File: src/rtl/noc_pe_inject_arbiter.sv
// Local injection scheduler for one NoC switch node.
// Round-robin picks one of N_REQ local requesters, registers its flit with the
// routing header {dest_y,dest_x} in the low bits, and presents it to the
// switch PE port. The flit stays bit-stable while the switch refuses it.
// The block also counts refused cycles (starvation flag) and accepted flits.
module noc_pe_inject_arbiter #(
  parameter int N_REQ        = 4,
  parameter int data_width   = 256,
  parameter int x_size       = 1,
  parameter int y_size       = 1,
  parameter int total_width  = x_size + y_size + data_width,
  parameter int STARVE_LIMIT = 64
) (
  input  logic                        clk,
  input  logic                        rst,
  input  logic [N_REQ-1:0]            i_valid_req,
  output logic [N_REQ-1:0]            o_ready_req,
  input  logic [N_REQ*data_width-1:0] i_data_req,
  input  logic [N_REQ*x_size-1:0]     i_dest_x,
  input  logic [N_REQ*y_size-1:0]     i_dest_y,
  output logic                        o_valid_pe,
  output logic [total_width-1:0]      o_data_pe,
  input  logic                        i_ready_pe,
  output logic                        o_starve,
  output logic [15:0]                 o_inj_count
);

  localparam int IDXW = (N_REQ > 1) ? $clog2(N_REQ) : 1;
  localparam int STW  = $clog2(STARVE_LIMIT + 1);

  typedef enum logic [0:0] {
    ST_IDLE = 1'b0,
    ST_HOLD = 1'b1
  } state_e;

  state_e                 state_r;
  state_e                 state_nxt_s;
  logic [IDXW-1:0]        rr_ptr_r;
  logic [IDXW-1:0]        rr_nxt_s;
  logic [total_width-1:0] data_r;
  logic [STW-1:0]         stall_r;
  logic [STW-1:0]         stall_nxt_s;
  logic                   starve_r;
  logic [15:0]            inj_cnt_r;

  logic                   xfer_s;
  logic                   can_load_s;
  logic                   grant_any_s;
  logic [IDXW-1:0]        grant_idx_s;
  logic [N_REQ-1:0]       grant_s;
  logic [IDXW:0]          pos_s;
  logic [total_width-1:0] flit_s;

  // A transfer happens whenever a held flit meets switch ready; the output
  // register may take a new flit when it is empty or is emptying this cycle.
  // Reset suppresses grants so no requester is consumed while in reset.
  assign xfer_s     = (state_r == ST_HOLD) & i_ready_pe;
  assign can_load_s = ~rst & ((state_r == ST_IDLE) | xfer_s);

  // Round-robin search: first valid requester at or above rr_ptr_r, wrapping.
  always_comb begin
    grant_any_s = 1'b0;
    grant_idx_s = '0;
    grant_s     = '0;
    pos_s       = '0;
    for (int i = 0; i < N_REQ; i++) begin
      pos_s = {1'b0, rr_ptr_r} + (IDXW+1)'(i);
      if (pos_s >= (IDXW+1)'(N_REQ)) begin
        pos_s = pos_s - (IDXW+1)'(N_REQ);
      end else begin
        pos_s = pos_s;
      end
      if (can_load_s && !grant_any_s && i_valid_req[pos_s[IDXW-1:0]]) begin
        grant_any_s = 1'b1;
        grant_idx_s = pos_s[IDXW-1:0];
      end else begin
        grant_any_s = grant_any_s;
      end
    end
    if (grant_any_s) begin
      grant_s[grant_idx_s] = 1'b1;
    end else begin
      grant_s = '0;
    end
  end

  // Build the flit of the granted requester: payload above y above x.
  always_comb begin
    flit_s = '0;
    for (int k = 0; k < N_REQ; k++) begin
      if (grant_idx_s == IDXW'(k)) begin
        flit_s = {i_data_req[k*data_width +: data_width],
                  i_dest_y[k*y_size +: y_size],
                  i_dest_x[k*x_size +: x_size]};
      end else begin
        flit_s = flit_s;
      end
    end
  end

  // Pointer moves just past the winner so it becomes lowest priority next.
  always_comb begin
    if (grant_idx_s == IDXW'(N_REQ - 1)) begin
      rr_nxt_s = '0;
    end else begin
      rr_nxt_s = grant_idx_s + IDXW'(1);
    end
  end

  // Next state: a grant always lands in HOLD; an unreplaced transfer empties.
  always_comb begin
    state_nxt_s = state_r;
    case (state_r)
      ST_IDLE: begin
        if (grant_any_s) begin
          state_nxt_s = ST_HOLD;
        end else begin
          state_nxt_s = ST_IDLE;
        end
      end
      ST_HOLD: begin
        if (grant_any_s) begin
          state_nxt_s = ST_HOLD;
        end else if (i_ready_pe) begin
          state_nxt_s = ST_IDLE;
        end else begin
          state_nxt_s = ST_HOLD;
        end
      end
      default: state_nxt_s = ST_IDLE;
    endcase
  end

  // Refused-cycle counter: grows only while a held flit is refused, saturating.
  always_comb begin
    if ((state_r == ST_HOLD) && !i_ready_pe) begin
      if (stall_r == STW'(STARVE_LIMIT)) begin
        stall_nxt_s = stall_r;
      end else begin
        stall_nxt_s = stall_r + STW'(1);
      end
    end else begin
      stall_nxt_s = '0;
    end
  end

  // State register.
  always_ff @(posedge clk) begin
    if (rst) begin
      state_r <= ST_IDLE;
    end else begin
      state_r <= state_nxt_s;
    end
  end

  // Output flit register and round-robin pointer, updated only on a grant.
  always_ff @(posedge clk) begin
    if (rst) begin
      data_r   <= '0;
      rr_ptr_r <= '0;
    end else if (grant_any_s) begin
      data_r   <= flit_s;
      rr_ptr_r <= rr_nxt_s;
    end else begin
      data_r   <= data_r;
      rr_ptr_r <= rr_ptr_r;
    end
  end

  // Starvation tracking and injected-flit counter (wraps naturally at 16 bits).
  always_ff @(posedge clk) begin
    if (rst) begin
      stall_r   <= '0;
      starve_r  <= 1'b0;
      inj_cnt_r <= 16'h0000;
    end else begin
      stall_r   <= stall_nxt_s;
      starve_r  <= (stall_nxt_s == STW'(STARVE_LIMIT));
      if (xfer_s) begin
        inj_cnt_r <= inj_cnt_r + 16'h0001;
      end else begin
        inj_cnt_r <= inj_cnt_r;
      end
    end
  end

  assign o_ready_req = grant_s;
  assign o_valid_pe  = (state_r == ST_HOLD);
  assign o_data_pe   = data_r;
  assign o_starve    = starve_r;
  assign o_inj_count = inj_cnt_r;

endmodule

File: config.mk
export PLATFORM = sky130hd
export DESIGN_NAME = noc_pe_inject_arbiter
export DESIGN_NICKNAME = d
export VERILOG_FILES = /design/src/rtl/noc_pe_inject_arbiter.sv
export SDC_FILE = /design/constraint.sdc
export NUM_CORES = 1
export LEC_CHECK = 0
export BUFFER_PORTS_ARGS = -buffer_cell sky130_fd_sc_hd__buf_2
export CORE_AREA = 10 10 508 510
export DETAILED_ROUTE_END_ITERATION = 6
export DIE_AREA = 0 0 518 520
export GPL_TIMING_DRIVEN = 0
export MAX_ROUTING_LAYER = met4
export PLACE_DENSITY = 0.3
export SYNTH_ARGS = -nofsm -noshare
export SYNTH_HDL_FRONTEND = slang
export SYNTH_SLANG_ARGS = --single-unit
File: constraint.sdc
create_clock -name clk -period 4 [get_ports clk]
set_clock_uncertainty 0.15 [all_clocks]
set_input_delay 0.4 -clock clk [delete_from_list [all_inputs] [get_ports clk]]
set_output_delay 0.4 -clock clk [all_outputs]
set_load 0.02 [all_outputs]
# Word-level counts from Yosys, hierarchy flattened
# Cells that the tools add are included.
# Widths: inputs -> output; s select.
dict set report op_classes {
  add_sub_neg 10
  magnitude_cmp 10
  n_eq_ne 5
  muxes 34
  bitwise 5
  reduce_logical 14
}
# cell count
set op_table {}
lappend op_table {{$mux 258} 4}
lappend op_table {{$mux 2} 9}
lappend op_table {{$add 16x1->16 const B} 1}
lappend op_table {{$lt 2x3->1 const B} 5}
lappend op_table {{$eq 7x7->1 const B} 2}
lappend op_table {{$mux 7} 2}
lappend op_table {{$mux 1} 12}
lappend op_table {{$ge 3x3->1 const B} 3}
lappend op_table {{$logic_and 1x1->1} 9}
lappend op_table {{$bmux 1 s2} 4}
lappend op_table {{$sub 2x1->2 const B} 4}
lappend op_table {{$add 7x1->7 const B} 1}
lappend op_table {{$add 2x2->3 const B} 2}
lappend op_table {{$eq 2x2->1 const B} 2}
lappend op_table {{$logic_not 1->1} 4}
lappend op_table {{$mux 4} 1}
lappend op_table {{$add 2x1->3 const B} 1}
lappend op_table {{$ge 2x3->1 const B} 1}
lappend op_table {{$add 2x1->2 const B} 1}
lappend op_table {{$and 1x1->1} 2}
lappend op_table {{$demux 1 s2} 1}
lappend op_table {{$eq 2x1->1 const B} 1}
lappend op_table {{$ge 2x1->1 const B} 1}
lappend op_table {{$logic_not 2->1} 1}
lappend op_table {{3 further kinds} 4}
dict set report word_totals {
  regBits 285
  in_bits 1039
  out_inout_bits 280
}

# Longest topological paths before layout
dict set report logic_depth {
  ltp_word 23
  mapped_depth 13
}

# Worst setup path after synthesis
# No wires, ideal clock.
dict set report synth_path {
  kind {in2out}
  start {input port rst}
  end {output port o_ready_req[3]}
  arrival_time_ns 2.291
  required_ns 3.450
  slack_ns 1.159
  path_stages 8
  path_cell_list {clkbuf_1 clkbuf_1 nor4_1 ha_1 clkbuf_1 clkbuf_1 clkbuf_1 and2_1}
}
dict set report synth_via {
  elab_chain_cells 21
  elab_cells_between_ends 26
  cone_classes {2 x order compare; 11 x mux; 2 x bitwise; 11 x reduce/logical}
}
# element line
set synth_lines {}
lappend synth_lines {{start, declared} 15} ;# input logic rst,
lappend synth_lines {{$not 1->1 *} 58} ;# assign can_load_s = ~rst & ((state_r == ST_IDLE) | xfer_s);
lappend synth_lines {{$and 1x1->1 *} 58}
lappend synth_lines {{$logic_and 1x1->1} 73} ;# if (can_load_s && !grant_any_s && i_valid_req[pos_s[IDXW-1:0]]) begin
lappend synth_lines {{$mux 1} 73}
lappend synth_lines {{$logic_not 1->1} 73}
lappend synth_lines {{$logic_and 1x1->1 (2 in a row)} 73}
lappend synth_lines {{$mux 1} 73}
lappend synth_lines {{$logic_not 1->1} 73}
lappend synth_lines {{[... 3 more ...]} --}
lappend synth_lines {{$logic_not 1->1} 73}
lappend synth_lines {{$logic_and 1x1->1 (2 in a row)} 73}
lappend synth_lines {{$mux 2} 73}
lappend synth_lines {{$lt 2x3->1 (implied by the code) or $ge 2x1->1 (tied branches)} 81} ;# grant_s[grant_idx_s] = 1'b1;
lappend synth_lines {{$logic_and 1x1->1 (implied by the code)} 81}
lappend synth_lines {{$mux 1 (implied by the code)} 81}
lappend synth_lines {{$demux 1 s2} 81}
lappend synth_lines {{$mux 4 *} 80} ;# if (grant_any_s) begin
lappend synth_lines {{end, declared} 17} ;# output logic [N_REQ-1:0] o_ready_req,
# Every way passes the cells marked *; elsewhere a longest branch is shown, timed or not.

# Worst setup path after layout
dict set report layout_path {
  start {input port i_valid_req[1]}
  end {register data_r[251], in the netlist o_data_pe[251]}
}
dict set report layout_via {
  elab_chain_cells 21
  elab_cells_between_ends 34
  cone_classes {3 x eq/ne; 20 x mux; 11 x reduce/logical}
}
# element line
set layout_lines {}
lappend layout_lines {{start, declared} 16} ;# input logic [N_REQ-1:0] i_valid_req,
lappend layout_lines {{$bmux 1 s2} 73}
lappend layout_lines {{$mux 1 (implied by the code)} 73}
lappend layout_lines {{$logic_and 1x1->1} 73}
lappend layout_lines {{$mux 1} 73}
lappend layout_lines {{$logic_not 1->1} 73}
lappend layout_lines {{$logic_and 1x1->1 (2 in a row)} 73}
lappend layout_lines {{$mux 1} 73}
lappend layout_lines {{$logic_not 1->1} 73}
lappend layout_lines {{$logic_and 1x1->1 (2 in a row)} 73}
lappend layout_lines {{$mux 1} 73}
lappend layout_lines {{$logic_not 1->1} 73}
lappend layout_lines {{$logic_and 1x1->1 (2 in a row)} 73}
lappend layout_lines {{$mux 2} 73}
lappend layout_lines {{$logic_not 2->1} 91} ;# if (grant_idx_s == IDXW'(k)) begin
lappend layout_lines {{$mux 258 (4 in a row)} 91}
lappend layout_lines {{end signal, assigned} 162} ;# data_r <= flit_s;
lappend layout_lines {{end signal, assigned} 165} ;# data_r <= data_r;
lappend layout_lines {{end, declared} 40} ;# logic [total_width-1:0] data_r;
# Parallel ways exist; a longest one is shown, timed or not. The select of a mux whose other input is x is not followed.
# A chain may end at the register's enable or synchronous reset.

==> results.cfg <==
[status]
status = finished, final reports clean

[setup_path]
cp_slowest_cell = a221oi_2
ff2ff_path_depth = 11
start_kind = input pin
r2r_start = rr_ptr_r[0]$_SDFFE_PP0P_
crit_arrival_ps = 4320
path_depth = 13
r2r_end = o_data_pe[251]$_SDFFE_PP0P_
path_cells = dlygate4sd3_1 > buf_2 > nor2b_1 > nor3_1 > a31oi_1 > or4_4 > ha_1 > buf_4 > clkbuf_4 > clkbuf_2 > a221oi_2 > o31a_1 > a211oi_1
crit_end = o_data_pe[251]$_SDFFE_PP0P_
cp_max_fo = 10
critical_path_class = input pin to flop
cp_top_family = buffers and inverters
slowest_delay_ps = 710
rrSetupSlack_ps = 90
end_kind = flop
critPathBufInv = 5
startpoint = i_valid_req[1]
cp.required_ps = 4350

[sta]
rsz0062_at_grt = yes
tightest_slew_ps = 1340
fin_crit_sh = 0.993
max_slew_margin = 0.105
whs_ps = 77.1
hold_viol = 0
finalSetupViolations = 0
post-route-min-period_ps = 3970
maxSlewViolCount = 0
max_freq_mhz = 252

[finish]
fin_nets = 5192
num-fill-cells = 28900
finalInstanceArea_mm2 = 0.0351
syn_to_final_growth_pct = 80.5
drive_above_1_share = 0.384
final_cells = 7628

[power_and_ir_drop]
p_per_area_mw_per_mm2 = 352
peakVddDrop_v = 0.000255
leakagePower_nw = 14.1
power_w = 0.0124

[placed_design]
placed_cell_area_mm2 = 0.0306
port_buffers = 1318
hpwl_mm = 214
gp_congestion = 0.993
placed_cells = 7202

[die]
die_w_um = 518
fp-row-count = 183
die_h_um = 520
coreArea_mm2 = 0.248
ios = 1319
initial_utilization = 0.0786
die_area_mm2 = 0.269

[clocking]
clkSinkCount = 285
cts_buffers = 45
cts.path.max_buffers = 3
root_buffer = clkbuf_16
clkTransAtPathRegs_ps = 60
cts_tree = yes
clk_latency_ps = 660
cts_htree_levels = 2

[synth]
netlist_area_mm2 = 0.0195
synth_edf_count = 0
postSynthAreaPerCell_um2 = 7.68
ys_ff_latch = 285
synth_top_area_cell = dfxtp_1
syn_inst = 2535
yosysSeqAreaShare = 0.293
yosys-top-cells-area = dfxtp_1, nor2b_1, a221oi_1
yosysTopAreaCellShare = 0.293
ys.flop_type = dfxtp_1
ys_async_sr_fraction = 0
syn-num-nets = 3581
ys.warnings.count = 0
yosys.cell_types.count = 40

[global_routing]
grt_start_max_net_pins = 12
track_usage = 0.176
antenna_found_initial = 180
grt_pass1_wl_mm = 311
overflow = 0
grt_pass1_vias = 29600

[drt]
drc = 0
viasPerCell = 3.70
firstDrtPassIters = 7
vias = 28200
drt_iter0_markers = 2121
ant_nets = 0
routed_wl_mm = 244
wl_per_cell_um = 32.0

[hold_path]
hp-class = input pin to flop
hold_depth = 4

[run]
drv_cap = 0
-- cell usage in the layout (no fill, tap or decap), types with 6 or more instances in the layout --
cell              n
nand3_1          11
o31a_1          258
clkinv_2          7
clkbuf_8          9
buf_6            10
nand2b_1          7
buf_1             9
buf_2          1379
dlygate4sd3_1   225
dfxtp_1         283
clkbuf_16        47
a221oi_2         36
clkbuf_4         10
buf_4            23
nand2_1         269
xor2_1            9
clkbuf_2         48
a221oi_1        218
o21ai_0           7
inv_1             7
a21oi_1          13
diode_2         117
nor2b_1         519
a211oi_1        258
clkbuf_1        150
nand4_1           7
buf_12            6
nor2_1          283
-- final cells by class --
class / instances / area (um^2) / area share
clock inverters: 20 / 251 / 0.00716
well taps: 3330 / 4170 / 0.119
multi-input cells: 1950 / 12900 / 0.366
plain buffers: 291 / 1370 / 0.0391
clock buffers: 62 / 1300 / 0.0371
repair buffers: 1566 / 9150 / 0.260
flip-flops and latches: 285 / 5710 / 0.162
diodes: 117 / 293 / 0.00833
inverters: 7 / 26.3 / 0.000748
-- kinds of logic (layout without fill, tap and decap cells) --
family | Yosys count | in the layout | synth area share
compound gates | 803 | 803 | 0.340
flops | 285 | 285 | 0.293
fa+ha+maj | 7 | 7 | 0.00450
xor+xnor | 14 | 14 | 0.00630
other cells | 0 | 117 | 0
buf+inv | 300 | 1946 | 0.0634
simple gates | 1124 | 1124 | 0.291
mux | 2 | 2 | 0.00167
-- state kept, by name, indices dropped and copies added, names as in the netlist --
signal,count
stall_r,7
rr_ptr_r,2
o_starve,1
o_inj_count,16
o_valid_pe,1
o_data_pe,258
-- where the power goes --
part           leakage, nW  total (W)  internal (W)  switching (W)
Sequential            2.36    0.00326       0.00310       0.000166
Combinational         10.9    0.00473       0.00173        0.00300
Clock                0.760    0.00438       0.00260        0.00178
Total                 14.1     0.0124       0.00742        0.00495
-- layer usage --
metal	vias to the layer above	wire length, um	GRT usage
met5	-	0	-
met4	0	4520	0.0290
met3	184	22600	0.0603
met2	1411	110000	0.280
met1	13800	106000	0.219
li1	12800	-	-
-- synth_stat cells, drive strengths merged (9+ instances only) --
library cell,count
nor2b,519
clkbuf,202
buf,91
dfxtp,285
a221oi,258
a21oi,13
nor2,283
nand2,270
nand3,11
xor2,9
a211oi,258
o31a,258
-- worst min path at each step --
stage	slack (ps)	start	end
3_5_place_dp	330	o_inj_count[15]$_SDFFE_PP0P_	o_inj_count[15]$_SDFFE_PP0P_
2_1_floorplan	340	stall_r[1]$_SDFF_PP0_	stall_r[1]$_SDFF_PP0_
6_report	80	i_data_req[689]	o_data_pe[179]$_SDFFE_PP0P_
3_3_place_gp	320	o_inj_count[15]$_SDFFE_PP0P_	o_inj_count[15]$_SDFFE_PP0P_
5_1_grt	40	i_data_req[639]	o_data_pe[129]$_SDFFE_PP0P_
4_1_cts	0.3	i_data_req[628]	o_data_pe[118]$_SDFFE_PP0P_
-- per-stage QoR --
| stage | utilization | setup TNS, ps | setup WS, ps |
|---|---|---|---|
| 4_1_cts | 0.140 | -58.2 | -29.2 |
| 3_3_place_gp | 0.122 | -695100 | -4420 |
| 2_1_floorplan | - | 0 | 1160 |
| 6_report | 0.142 | 0 | 29.4 |
| 3_5_place_dp | 0.123 | -515070 | -2780 |
| 5_1_grt | 0.142 | -3.31 | -3.31 |
-- worst register-to-register path, delay by kind of cell (launching register included) --
kind,cells,cell delay (ps)
buffers and inverters,3,1030
DFF,1,420
adders and majority gates,1,210
and+or+nand+nor,3,810
AOI/OAI and AO/OA,4,1110
-- what timing repair did --
action / CTS / global route
buffers inserted: 4 / 0
endpoints found under the hold margin: 163 / 0
gates resized for setup: 102 / 42
hold buffers: 225 / 0
pin swaps: 3 / 0
endpoints found under the setup margin: 262 / 194
Power figures use the tool's default switching activity.
